## src/rtl/blake_work_pkg.sv

```systemverilog
// Shared constants and receive-state encoding for the serial work-word path.
package blake_work_pkg;
  localparam int WORK_BITS  = 384;
  localparam int DATA1_BITS = 256;
  localparam int DATA2_BITS = 128;
  localparam int CNT_BITS   = 9;

  typedef enum logic [1:0] {
    ST_IDLE     = 2'd0,
    ST_SHIFTING = 2'd1,
    ST_OVERRUN  = 2'd2
  } rx_state_e;
endpackage

```

## src/rtl/work_shift_rx_if.sv

```systemverilog
// Serial work-bit input and decoded work-word output bundle.
interface work_shift_rx_if;
  import blake_work_pkg::*;

  logic                  loadnonce;
  logic                  shift;
  logic                  din;
  logic [DATA1_BITS-1:0] data1;
  logic [DATA2_BITS-1:0] data2;
  logic                  work_valid;
  logic                  busy;
  logic                  len_err;

  modport master (
    output loadnonce, shift, din,
    input  data1, data2, work_valid, busy, len_err
  );

  modport slave (
    input  loadnonce, shift, din,
    output data1, data2, work_valid, busy, len_err
  );
endinterface

```

## src/rtl/work_bit_counter.sv

```systemverilog
// Received-bit counter; term_o flags the enable that delivers the final bit of a word.
module work_bit_counter
  import blake_work_pkg::*;
(
  input  logic hash_clk,
  input  logic reset,
  input  logic clr_i,
  input  logic en_i,
  output logic term_o
);
  logic [CNT_BITS-1:0] cnt_q, cnt_d;

  // Saturates at WORK_BITS so it can never wrap.
  always_comb begin
    cnt_d = cnt_q;
    if (clr_i) begin
      cnt_d = '0;
    end else if (en_i && (cnt_q != CNT_BITS'(WORK_BITS))) begin
      cnt_d = cnt_q + 1'b1;
    end
  end

  always_ff @(posedge hash_clk) begin
    if (reset) begin
      cnt_q <= '0;
    end else begin
      cnt_q <= cnt_d;
    end
  end

  assign term_o = en_i && (cnt_q == CNT_BITS'(WORK_BITS - 1));
endmodule

```

## src/rtl/work_shift_rx.sv

```systemverilog
// Serial 384-bit work receiver (MSB first) producing data1/data2 and status pulses.
// WORK_SHIFT_LEN_CHECK_EN enables the OVERRUN state and len_err reporting.
module work_shift_rx
  import blake_work_pkg::*;
(
  input  logic            hash_clk,
  input  logic            reset,
  work_shift_rx_if.slave  w
);
  rx_state_e             state_q;
  logic [WORK_BITS-1:0]  shreg_q, shreg_d;
  logic [DATA1_BITS-1:0] data1_q;
  logic [DATA2_BITS-1:0] data2_q;
  logic                  work_valid_q;
  logic                  busy_q;
  logic                  sample, cnt_clr, term;
`ifdef WORK_SHIFT_LEN_CHECK_EN
  logic                  len_err_q;
  logic                  ovr_err_q;
`endif

  // loadnonce suppresses any bit presented in the same cycle.
  assign sample  = w.shift && !w.loadnonce &&
                   ((state_q == ST_IDLE) || (state_q == ST_SHIFTING));
  assign cnt_clr = w.loadnonce || term || ((state_q == ST_SHIFTING) && !w.shift);
  assign shreg_d = {shreg_q[WORK_BITS-2:0], w.din};

  work_bit_counter u_cnt (
    .hash_clk (hash_clk),
    .reset    (reset),
    .clr_i    (cnt_clr),
    .en_i     (sample),
    .term_o   (term)
  );

  always_ff @(posedge hash_clk) begin
    if (reset) begin
      state_q      <= ST_IDLE;
      shreg_q      <= '0;
      data1_q      <= '0;
      data2_q      <= '0;
      work_valid_q <= 1'b0;
      busy_q       <= 1'b0;
`ifdef WORK_SHIFT_LEN_CHECK_EN
      len_err_q    <= 1'b0;
      ovr_err_q    <= 1'b0;
`endif
    end else begin
      work_valid_q <= 1'b0;
`ifdef WORK_SHIFT_LEN_CHECK_EN
      len_err_q    <= 1'b0;
`endif
      if (sample) shreg_q <= shreg_d;

      if (w.loadnonce) begin
        state_q <= ST_IDLE;
        busy_q  <= 1'b0;
`ifdef WORK_SHIFT_LEN_CHECK_EN
        ovr_err_q <= 1'b0;
`endif
      end else begin
        case (state_q)
          ST_IDLE: begin
            if (w.shift) begin
              state_q <= ST_SHIFTING;
              busy_q  <= 1'b1;
            end
          end
          ST_SHIFTING: begin
            if (!w.shift) begin
              state_q <= ST_IDLE;
              busy_q  <= 1'b0;
`ifdef WORK_SHIFT_LEN_CHECK_EN
              len_err_q <= 1'b1;
`endif
            end else if (term) begin
              data1_q      <= shreg_d[WORK_BITS-1:DATA2_BITS];
              data2_q      <= shreg_d[DATA2_BITS-1:0];
              work_valid_q <= 1'b1;
              busy_q       <= 1'b0;
`ifdef WORK_SHIFT_LEN_CHECK_EN
              state_q      <= ST_OVERRUN;
              ovr_err_q    <= 1'b0;
`else
              state_q      <= ST_IDLE;
`endif
            end
          end
`ifdef WORK_SHIFT_LEN_CHECK_EN
          ST_OVERRUN: begin
            if (!w.shift) begin
              state_q <= ST_IDLE;
            end else if (!ovr_err_q) begin
              len_err_q <= 1'b1;
              ovr_err_q <= 1'b1;
            end
          end
`endif
          default: begin
            state_q <= ST_IDLE;
            busy_q  <= 1'b0;
          end
        endcase
      end
    end
  end

  assign w.data1      = data1_q;
  assign w.data2      = data2_q;
  assign w.work_valid = work_valid_q;
  assign w.busy       = busy_q;
`ifdef WORK_SHIFT_LEN_CHECK_EN
  assign w.len_err    = len_err_q;
`else
  assign w.len_err    = 1'b0;
`endif
endmodule

```

## src/flat_wrapper.sv

```systemverilog
// flat-port wrapper written by rule: the top's interface ports become plain ports
module work_shift_rx_flat import blake_work_pkg::*;
  (hash_clk, reset, w_loadnonce, w_shift, w_din, w_data1, w_data2, w_work_valid, w_busy, w_len_err);
  work_shift_rx_if w_i ();
  input  logic hash_clk;
  input  logic reset;
  input wire logic [$bits(w_i.loadnonce)-1:0] w_loadnonce;
  input wire logic [$bits(w_i.shift)-1:0] w_shift;
  input wire logic [$bits(w_i.din)-1:0] w_din;
  output wire logic [$bits(w_i.data1)-1:0] w_data1;
  output wire logic [$bits(w_i.data2)-1:0] w_data2;
  output wire logic [$bits(w_i.work_valid)-1:0] w_work_valid;
  output wire logic [$bits(w_i.busy)-1:0] w_busy;
  output wire logic [$bits(w_i.len_err)-1:0] w_len_err;
  assign w_i.loadnonce = w_loadnonce;
  assign w_i.shift = w_shift;
  assign w_i.din = w_din;
  assign w_data1 = w_i.data1;
  assign w_data2 = w_i.data2;
  assign w_work_valid = w_i.work_valid;
  assign w_busy = w_i.busy;
  assign w_len_err = w_i.len_err;
  work_shift_rx u_core (.hash_clk(hash_clk), .reset(reset), .w(w_i));
endmodule
```

## config.mk

```make
export PLATFORM = sky130hd
export DESIGN_NAME = work_shift_rx_flat
export DESIGN_NICKNAME = d
export VERILOG_FILES = /design/src/rtl/blake_work_pkg.sv /design/src/rtl/work_shift_rx_if.sv /design/src/rtl/work_bit_counter.sv /design/src/rtl/work_shift_rx.sv /design/src/flat_wrapper.sv
export SDC_FILE = /design/constraint.sdc
export NUM_CORES = 1
export LEC_CHECK = 0
export BUFFER_PORTS_ARGS = -buffer_cell sky130_fd_sc_hd__buf_2
export CAP_MARGIN = 0
export CELL_PAD_IN_SITES_DETAIL_PLACEMENT = 1
export CELL_PAD_IN_SITES_GLOBAL_PLACEMENT = 1
export CORE_MARGIN = 2
export CORE_UTILIZATION = 42
export CTS_BUF_LIST = sky130_fd_sc_hd__clkbuf_16
export DETAILED_ROUTE_END_ITERATION = 8
export PLACE_DENSITY = 0.79
export RECOVER_POWER = 50
export SYNTH_ARGS = -nofsm -noshare
export SYNTH_HDL_FRONTEND = slang
export SYNTH_HIERARCHICAL = 1
export SYNTH_SLANG_ARGS = --single-unit
```

## constraint.sdc

```tcl
create_clock -name hash_clk -period 2.6 [get_ports hash_clk]
set_input_delay 0.13 -clock hash_clk [delete_from_list [all_inputs] [get_ports hash_clk]]
set_output_delay 0.13 -clock hash_clk [all_outputs]
set_load 0.05 [all_outputs]
```

* Word level (Yosys, flattened, before mapping)
Index checks and enable logic that the tools add are counted.
** Storage, ports and cells
- ROM bits :: 0
- Output and inout bits :: 387
- Memories kept :: 0
- Input port bits :: 5
- Word-level logic and storage cells :: 41
- Bits in registers :: 780
- RAM bits :: 0
- Latch bits :: 0
** Cells by class
- Div/mod/pow operators :: 0
- Mux-type cells :: 9
- Bitwise operators :: 3
- Multiply operators :: 0
- Order comparisons :: 0
- Reductions and logical operators :: 16
- Add/sub/neg operators :: 1
- Equal/unequal tests :: 5
- Shift operators :: 0
** Operator list (count)
- 9-bit by 1-bit adder with 9-bit output, second input constant :: 1
- 9-bit == test, second input constant :: 1
- 9-bit != test, second input constant :: 1
- 2-bit 2-to-1 mux :: 3
- 1-bit logical AND :: 5
- 1-bit 2-to-1 mux :: 4
- 2-bit one-hot mux with 2 select lines :: 1
- 4-bit AND reduction :: 1
- 2-bit OR reduction :: 2
- 4-bit OR reduction :: 1
- 1-bit logical OR :: 3
- 3-bit by 2-bit != test with 1-bit output, second input constant :: 1
- 1-bit inverter :: 3
- 2-bit by 1-bit == test with 1-bit output, second input constant :: 1
- 1-bit zero test :: 2
- 2-bit zero test :: 1
- 2-bit != test, second input constant :: 1
- 1-bit one-hot mux with 2 select lines :: 1
- 2-bit AND reduction :: 1

* Depth between registers and ports, before layout
Gate-level depths: netlist (run 1).
- Depth in word-level cells :: 7
- Depth in mapped cells :: 12

* Hierarchy
Netlist (run 1), hierarchy kept.
** Modules (own cells, without submodules)
- work_shift_rx :: sequential area each 15394.8 um^2, area an instance 26355.3 um^2, cells an instance 3337, times used 1
- work_bit_counter :: sequential area each 180.2 um^2, area an instance 474.2 um^2, cells an instance 56, times used 1

* Worst setup path after synthesis (run 1)
OpenSTA, ideal clock, no wires.
- Path type :: input port to flip-flop
- Start :: input w_loadnonce
- End :: register u_core.data1_q[202], in the netlist u_core/w.data1[202]
- Data required time :: 2.468 ns
- Buffers on the path :: 4
- Cell stages on the path :: 11
- Data arrival time :: 2.128 ns
- Setup time :: 0.132 ns
- Setup slack :: 0.340 ns
- Cells stage by stage :: nand2b_1 buf_2 inv_2 buf_2 nand4_2 nor4b_1 nand4b_1 buf_2 buf_2 nand2_1 a21oi_1
** On the way
- Longest elaborated chain between the ends :: 5
- Elaborated cells on any way between the ends :: 6
- Those cells by class :: 1 x bitwise; 5 x reduce/logical
** Ends and longest elaborated chain
- start: declaration :: line flat_wrapper.sv:7 : input wire logic [$bits(w_i.loadnonce)-1:0] w_loadnonce;
- 1-bit zero test :: line work_shift_rx.sv:23 : assign sample = w.shift && !w.loadnonce &&
- 1-bit logical AND (2 in a row) :: line work_shift_rx.sv:23
- net u_core.sample :: line work_shift_rx.sv:16 : logic sample, cnt_clr, term;
- 1-bit logical AND :: line work_bit_counter.sv:31 : assign term_o = en_i && (cnt_q == CNT_BITS'(WORK_BITS - 1));
- net u_core.term :: line work_shift_rx.sv:16
- 4-bit AND reduction (no source line)
- end signal: assignment :: line work_shift_rx.sv:77 : data1_q <= shreg_d[WORK_BITS-1:DATA2_BITS];
- end: declaration :: line work_shift_rx.sv:12 : logic [DATA1_BITS-1:0] data1_q;
The timed path passes the listed nets, and every way through them passes these cells.
A chain may end at the register's enable or synchronous reset.

* Final worst setup path (run 1)
- Start :: register u_core.u_cnt.cnt_q[1]
- End :: register u_core.data2_q[4], in the netlist u_core/w.data2[4]
** On the way
- Longest elaborated chain between the ends :: 3
** Ends and longest elaborated chain
- start: declaration :: line work_bit_counter.sv:11 : logic [CNT_BITS-1:0] cnt_q, cnt_d;
- start signal: assignment :: line work_bit_counter.sv:27 : cnt_q <= cnt_d;
- 9-bit == test :: line work_bit_counter.sv:31
- 1-bit logical AND :: line work_bit_counter.sv:31
- net u_core.term :: line work_shift_rx.sv:16
- 4-bit AND reduction (no source line)
- end signal: assignment :: line work_shift_rx.sv:78 : data2_q <= shreg_d[DATA2_BITS-1:0];
- end: declaration :: line work_shift_rx.sv:13 : logic [DATA2_BITS-1:0] data2_q;
The timed path passes the listed nets, and every way through them passes these cells.

==> metrics.yaml, run 1 <==
routing:
  ant_nets: 0
  route.detailed.drc: 0
  avgRoutedWirePerCell_um: 16.4
  vias_per_cell: 5.07
  dr_total_vias: 23067
  drt_iter0_drc: 1319
  drt_pass1_iterations: 8
  wl_um: 74600
final_layout:
  syn2layout_area_growth_pct: 16.2
  insertedDiodeCount: 0
  final_cells: 4546
  drive_above_1_share_pct: 8.86
  nets: 3659
logic_synthesis:
  synthCells: 3393
  synth_area_per_cell_um2: 7.91
  synth_ff_type: "dfxtp_1"
  synth_area_um2: 26800
  synthesis.nets: 3400
  async_flop_share_pct: 0
  ys_warn_count: 6
  synth_edf_count: 0
  synth_cell_type_count: 34
  ys_ff_latch: 778
  ys_seq_area_share_pct: 58.1
sta:
  fmax_mhz: 407
  finalWorstSetupSlack_ps: 141
  setup_viol: 0
  finalCritPeriodShare_pct: 94.6
  maxSlewViolCount: 217
  slew_headroom_pct: -62.4
  period_minus_slack_ps: 2460
  hold_violations: 0
  fin_skew_ps: 17.3
  tightest_slew_ps: 2440
cts:
  cts_buffers: 80
  clock_sinks: 778
  htreeDepth: 3
  clk_latency_ps: 610
  cts_tree: "built"
  root_buffer: "clkbuf_16"
  clockBufferDepth: 3
  cts.clk_slew.worst_paths_ps: 60
grt:
  grt.total_usage_pct: 21.6
  grt_pass1_vias: 22916
  grt_pass1_wl_um: 119000
  grt_start_max_net_pins: 217
  grt_overflow_total: 0
  antenna_found_initial: 0
run:
  maxCapViolCount: 1
hold_path:
  hold_path_class: "in2reg"
floorplanning:
  start_util_pct: 42.5
  die_w_um: 257
  io_pins: 392
  num_rows: 92
  chipHeight_um: 257
  core_area_um2: 63100
  dieArea_um2: 65900
outcome:
  status: "finished, violations left"
  violations: "capacitance limit, slew limit"
placement:
  place_ws_ps: 79.1
  dp_cells: 4411
  dp_hpwl_um: 45000
  routabilityCongestion: 0.753
  portBuffers: 390
setup_path:
  path_max_fanout: 99
  cp.arrival_ps: 2910
  end_kind: "flop"
  start_kind: "flop"
  crit_type: "reg2reg"
  critPathRequiredTime_ps: 3050
power_and_ir_drop:
  p_leak_nw: 10.5
  ir_drop_mv: 0.455
  powerDensity_nw_per_um2: 726
  finalPower_mw: 22.6
-- report_power, final --
part	switching, mW	internal, mW	leakage [nW]	total [mW]
combinational	0.406	0.0522	3.04	0.459
clock	4.61	5.65	1.18	10.3
sequential	0.00265	11.9	6.26	11.9
total	5.02	17.6	10.5	22.6
-- per-layer routing --
metal	track usage [%]	routed length (µm)	part of all wire [%]
met5	0	0	0
met4	6.59	1680	2.2
met3	3.39	3120	4.2
met2	37.0	36300	49
met1	28.0	33600	45
-- synth_stat cells, types with 2 or more instances --
master    count  share of area (%)
a21oi_1     772                 14
buf_1        19               0.27
buf_2       130                2.4
buf_4        39                1.1
buf_6         3               0.13
clkbuf_1     66               0.92
dfxtp_1     778                 58
ha_1          2              0.093
inv_1         7              0.098
mux2i_1       2              0.075
nand2_1    1542                 22
nand3_1       2              0.037
nor2_1        4              0.056
nor4b_1       2              0.065
o21ai_0       2              0.037
o31ai_1       3              0.084
or4_1         3              0.084
-- cell type report --
class	count	area, µm²
inverters	8	31.3
fillers	7931	31900
clock inverters	50	262
clock buffers	80	2000
flip-flops and latches	778	15600
well taps	846	1060
repair buffers	435	2330
multi-input cells	2349	9930
-- flip-flops by register name, indices dropped and copies added, names as in the netlist --
name / cells
u_core/shreg_q: 383
u_core/u_cnt/cnt_q: 9
u_core/w.busy: 1
u_core/w.data1: 256
u_core/w.data2: 128
u_core/w.work_valid: 1
-- cell usage in the layout, fill, tap and decap left out, types with 4 or more instances in the layout --
| cell type | n |
|---|---|
| buf_4 | 18 |
| clkinv_2 | 13 |
| clkinv_1 | 15 |
| inv_1 | 23 |
| dfxtp_1 | 778 |
| buf_2 | 176 |
| clkbuf_16 | 82 |
| nand2_1 | 1540 |
| buf_12 | 19 |
| a21oi_1 | 772 |
| clkbuf_1 | 213 |
| nor2_1 | 4 |
-- worst max-delay path: stages, from the launching register on --
cell      delay (ps)
dfxtp_1          400
ha_1             240
nand4_2          200
nor4b_2          300
buf_4            170
nand4b_1         200
buf_4            230
buf_8            290
nand2_1          170
a21oi_1           90
-- worst paths after layout --
check | startpoint | end | slack [ps] | cells past startpoint
setup / recovery | u_core/u_cnt/cnt_q[1]$_SDFFE_PP0P_ | u_core/w.data2[4]$_SDFFE_PP0P_ | 140 | 9
setup reg to reg | u_core/u_cnt/cnt_q[1]$_SDFFE_PP0P_ | u_core/w.data2[4]$_SDFFE_PP0P_ | 140 | 9
hold reg to reg | u_core/w.data1[131]$_SDFFE_PP0P_ | u_core/w.data1[131]$_SDFFE_PP0P_ | 450 | 2
hold / removal | w_loadnonce | u_core/u_cnt/cnt_q[6]$_SDFFE_PP0P_ | 70 | 5
-- cell families (layout without fill, tap and decap cells) --
kind of cell               Yosys count  after routing  share of synthesized area, %
AOI/OAI and AO/OA                  780            780                          14.6
xor gates and xnor gates             2              2                        0.0653
adders and majority gates            2              2                        0.0933
buffers and inverters              266            573                          5.00
DFF                                778            778                          58.1
muxes                                2              2                        0.0746
other                                1              1                        0.0140
and+or+nand+nor                   1562           1562                          22.1
-- through the flow --
step / util (%) / TNS [ps] / hold slack, ps / instance area [µm²]
after floorplan: - / 0 / 266 / 26800
after global placement: 46.2 / 0 / 392 / 29100
after detailed placement: 46.2 / 0 / 399 / 29100
after CTS: 49.8 / 0 / 45.2 / 31400
after global routing: 49.4 / -578 / 97.7 / 31200
final: 49.4 / 0 / 74.6 / 31200
-- repair_timing --
item | in CTS | in global routing
buffers inserted | 0 | 1
gates resized for setup | 0 | 10
endpoints found under the setup margin | 0 | 227
hold endpoints to repair | 35 | 0
hold buffers | 2 | 0
Power figures use the tool's default switching activity.
==> run 2, diff against run 1 <==
- CORE_UTILIZATION: 42 -> 45
- MAX_ROUTING_LAYER: default -> met4
- PLACE_DENSITY: 0.79 -> 0.84
- SKIP_LAST_GASP: default -> 1
- clock period: 2.6 -> 2.9 ns (I/O delays scaled with it)
==> metrics.yaml, run 2 (synthesis results as in run 1) <==
outcome:
  status: "finished, violations left"
  violations: "capacitance limit, slew limit"
sta:
  rsz0062_at_grt: "no"
  setup_tns_ps: 0
  setup_viol: 0
  maxSlewViolCount: 70
  period_minus_slack_ps: 2680
  fin_hold_ws_ps: 68.0
  slew_headroom_pct: -31.2
  finalWorstSetupSlack_ps: 221
  fin_skew_ps: 19.8
  tightest_slew_ps: 1970
  fmax_mhz: 373
  finalCritPeriodShare_pct: 92.4
  hold_violations: 0
placement:
  place_ws_ps: 384
  routabilityCongestion: 0.772
  dp_hpwl_um: 45700
  placed_area_um2: 28900
  dp_cells: 4331
  portBuffers: 390
floorplanning:
  core_area_um2: 59000
  chipHeight_um: 248
  num_rows: 89
  dieArea_um2: 61600
  die_w_um: 248
  io_pins: 392
  start_util_pct: 45.5
setup_path:
  end_kind: "flop"
  path_max_fanout: 172
  max_stage_delay_ps: 400
  cp.arrival_ps: 3150
  start_kind: "flop"
  crit_type: "reg2reg"
  crit_path_cell_trace: "ha_1, nand4_2, nor4b_1, buf_4, nand4b_1, buf_12, nand2_1, a21oi_1"
  critPathRequiredTime_ps: 3370
  slowest_stage: "dfxtp_1"
cts:
  cts_buffers: 79
  clock_sinks: 778
  cts.clk_slew.worst_paths_ps: 60
  clk_latency_ps: 610
  htreeDepth: 3
  cts_post_setup_buffers_inserted: 0
  clockBufferDepth: 3
  cts_tree: "built"
  root_buffer: "clkbuf_16"
routing:
  dr_total_vias: 23214
  wl_um: 74900
  drt_iter0_drc: 1425
  ant_nets: 0
  drt_pass1_iterations: 5
  route.detailed.drc: 0
  vias_per_cell: 5.19
  avgRoutedWirePerCell_um: 16.7
final_layout:
  nets: 3648
  drive_above_1_share_pct: 3.73
  final_cell_mix: "1542 x nand2_1, 778 x dfxtp_1, 772 x a21oi_1"
  largest_reg_flops: 383
  seqCellArea_um2: 15600
  multiInputGateArea_um2: 9920
  final_cells: 4476
  final_cell_area_um2: 30900
  final_util_pct: 52.4
  fillers: 7485
  layout_commonest_cell: "nand2_1"
  syn2layout_area_growth_pct: 15.3
  top_register: "u_core/shreg_q"
grt:
  grt_start_max_net_pins: 226
  antenna_found_initial: 2
  grt_overflow_total: 0
  grt.total_usage_pct: 24.1
  grt_pass1_wl_um: 118000
  grt_pass1_vias: 22857
power_and_ir_drop:
  power_switching_mw: 4.53
  power_frac_seq_pct: 51.3
  powerDensity_nw_per_um2: 674
  ir_drop_mv: 0.543
  clkPwrFrac_pct: 46.8
  p_int_mw: 16.3
  combPwrFrac_pct: 2.0
  finalPower_mw: 20.8
  p_leak_nw: 9.75
  switching_share_pct: 21.7
hold_path:
  hold_path_class: "in2reg"
run:
  maxCapViolCount: 1
run 2: power groups by stage:
stage | Sequential [mW] | Clock (mW) | Combinational [mW]
CTS | 10.7 | 9.97 | 0.413
global route | 10.7 | 10.4 | 0.446
detailed placement | 10.9 | 0 | 0.411
finish | 10.7 | 9.75 | 0.408
floorplan | 10.9 | 0 | 0.313
global placement | 10.9 | 0 | 0.415
run 2: final cells by class:
cell class,instances,area share (%)
Antenna cell,2,0.0162
Clock buffer,83,6.72
Clock inverter,58,1.23
Inverter,8,0.121
Multi-Input combinational cell,2349,32.1
Sequential cell,778,50.4
Tap cell,773,3.13
Timing Repair Buffer,425,6.32
run 2: worst paths after layout:
check                                           to                               start  slack, ps  depth (start not counted)
hold / removal    u_core/shreg_q[135]$_SDFFE_PP0P_                             w_shift         70                          5
setup reg to reg   u_core/w.data2[34]$_SDFFE_PP0P_  u_core/u_cnt/cnt_q[0]$_SDFFE_PP0P_        220                          8
setup / recovery   u_core/w.data2[34]$_SDFFE_PP0P_  u_core/u_cnt/cnt_q[0]$_SDFFE_PP0P_        220                          8
hold reg to reg   u_core/w.data1[137]$_SDFFE_PP0P_    u_core/w.data1[137]$_SDFFE_PP0P_        450                          2
run 2: what timing repair did:
| item | 4_1_cts | 5_1_grt |
|---|---|---|
| hold buffers | 2 | 0 |
| gates resized for setup | 0 | 0 |
| endpoints found under the hold margin | 30 | 0 |
run 2: routing by layer:
metal / routed length, µm / track usage (%) / vias up
li1: - / - / 11359
met1: 33600 / 30.8 / 11285
met2: 36300 / 39.6 / 430
met3: 3000 / 3.58 / 140
met4: 1960 / 7.09 / 0
met5: 0 / - / -
run 2: critical path, delay by kind of cell, from the launching register on:
family	cells	cell delay [ps]
buffers and inverters	2	440
AND/OR/NAND/NOR	4	1010
flip-flops	1	400
adder cells (fa/ha/maj)	1	210
AO/OA/AOI/OAI	1	100
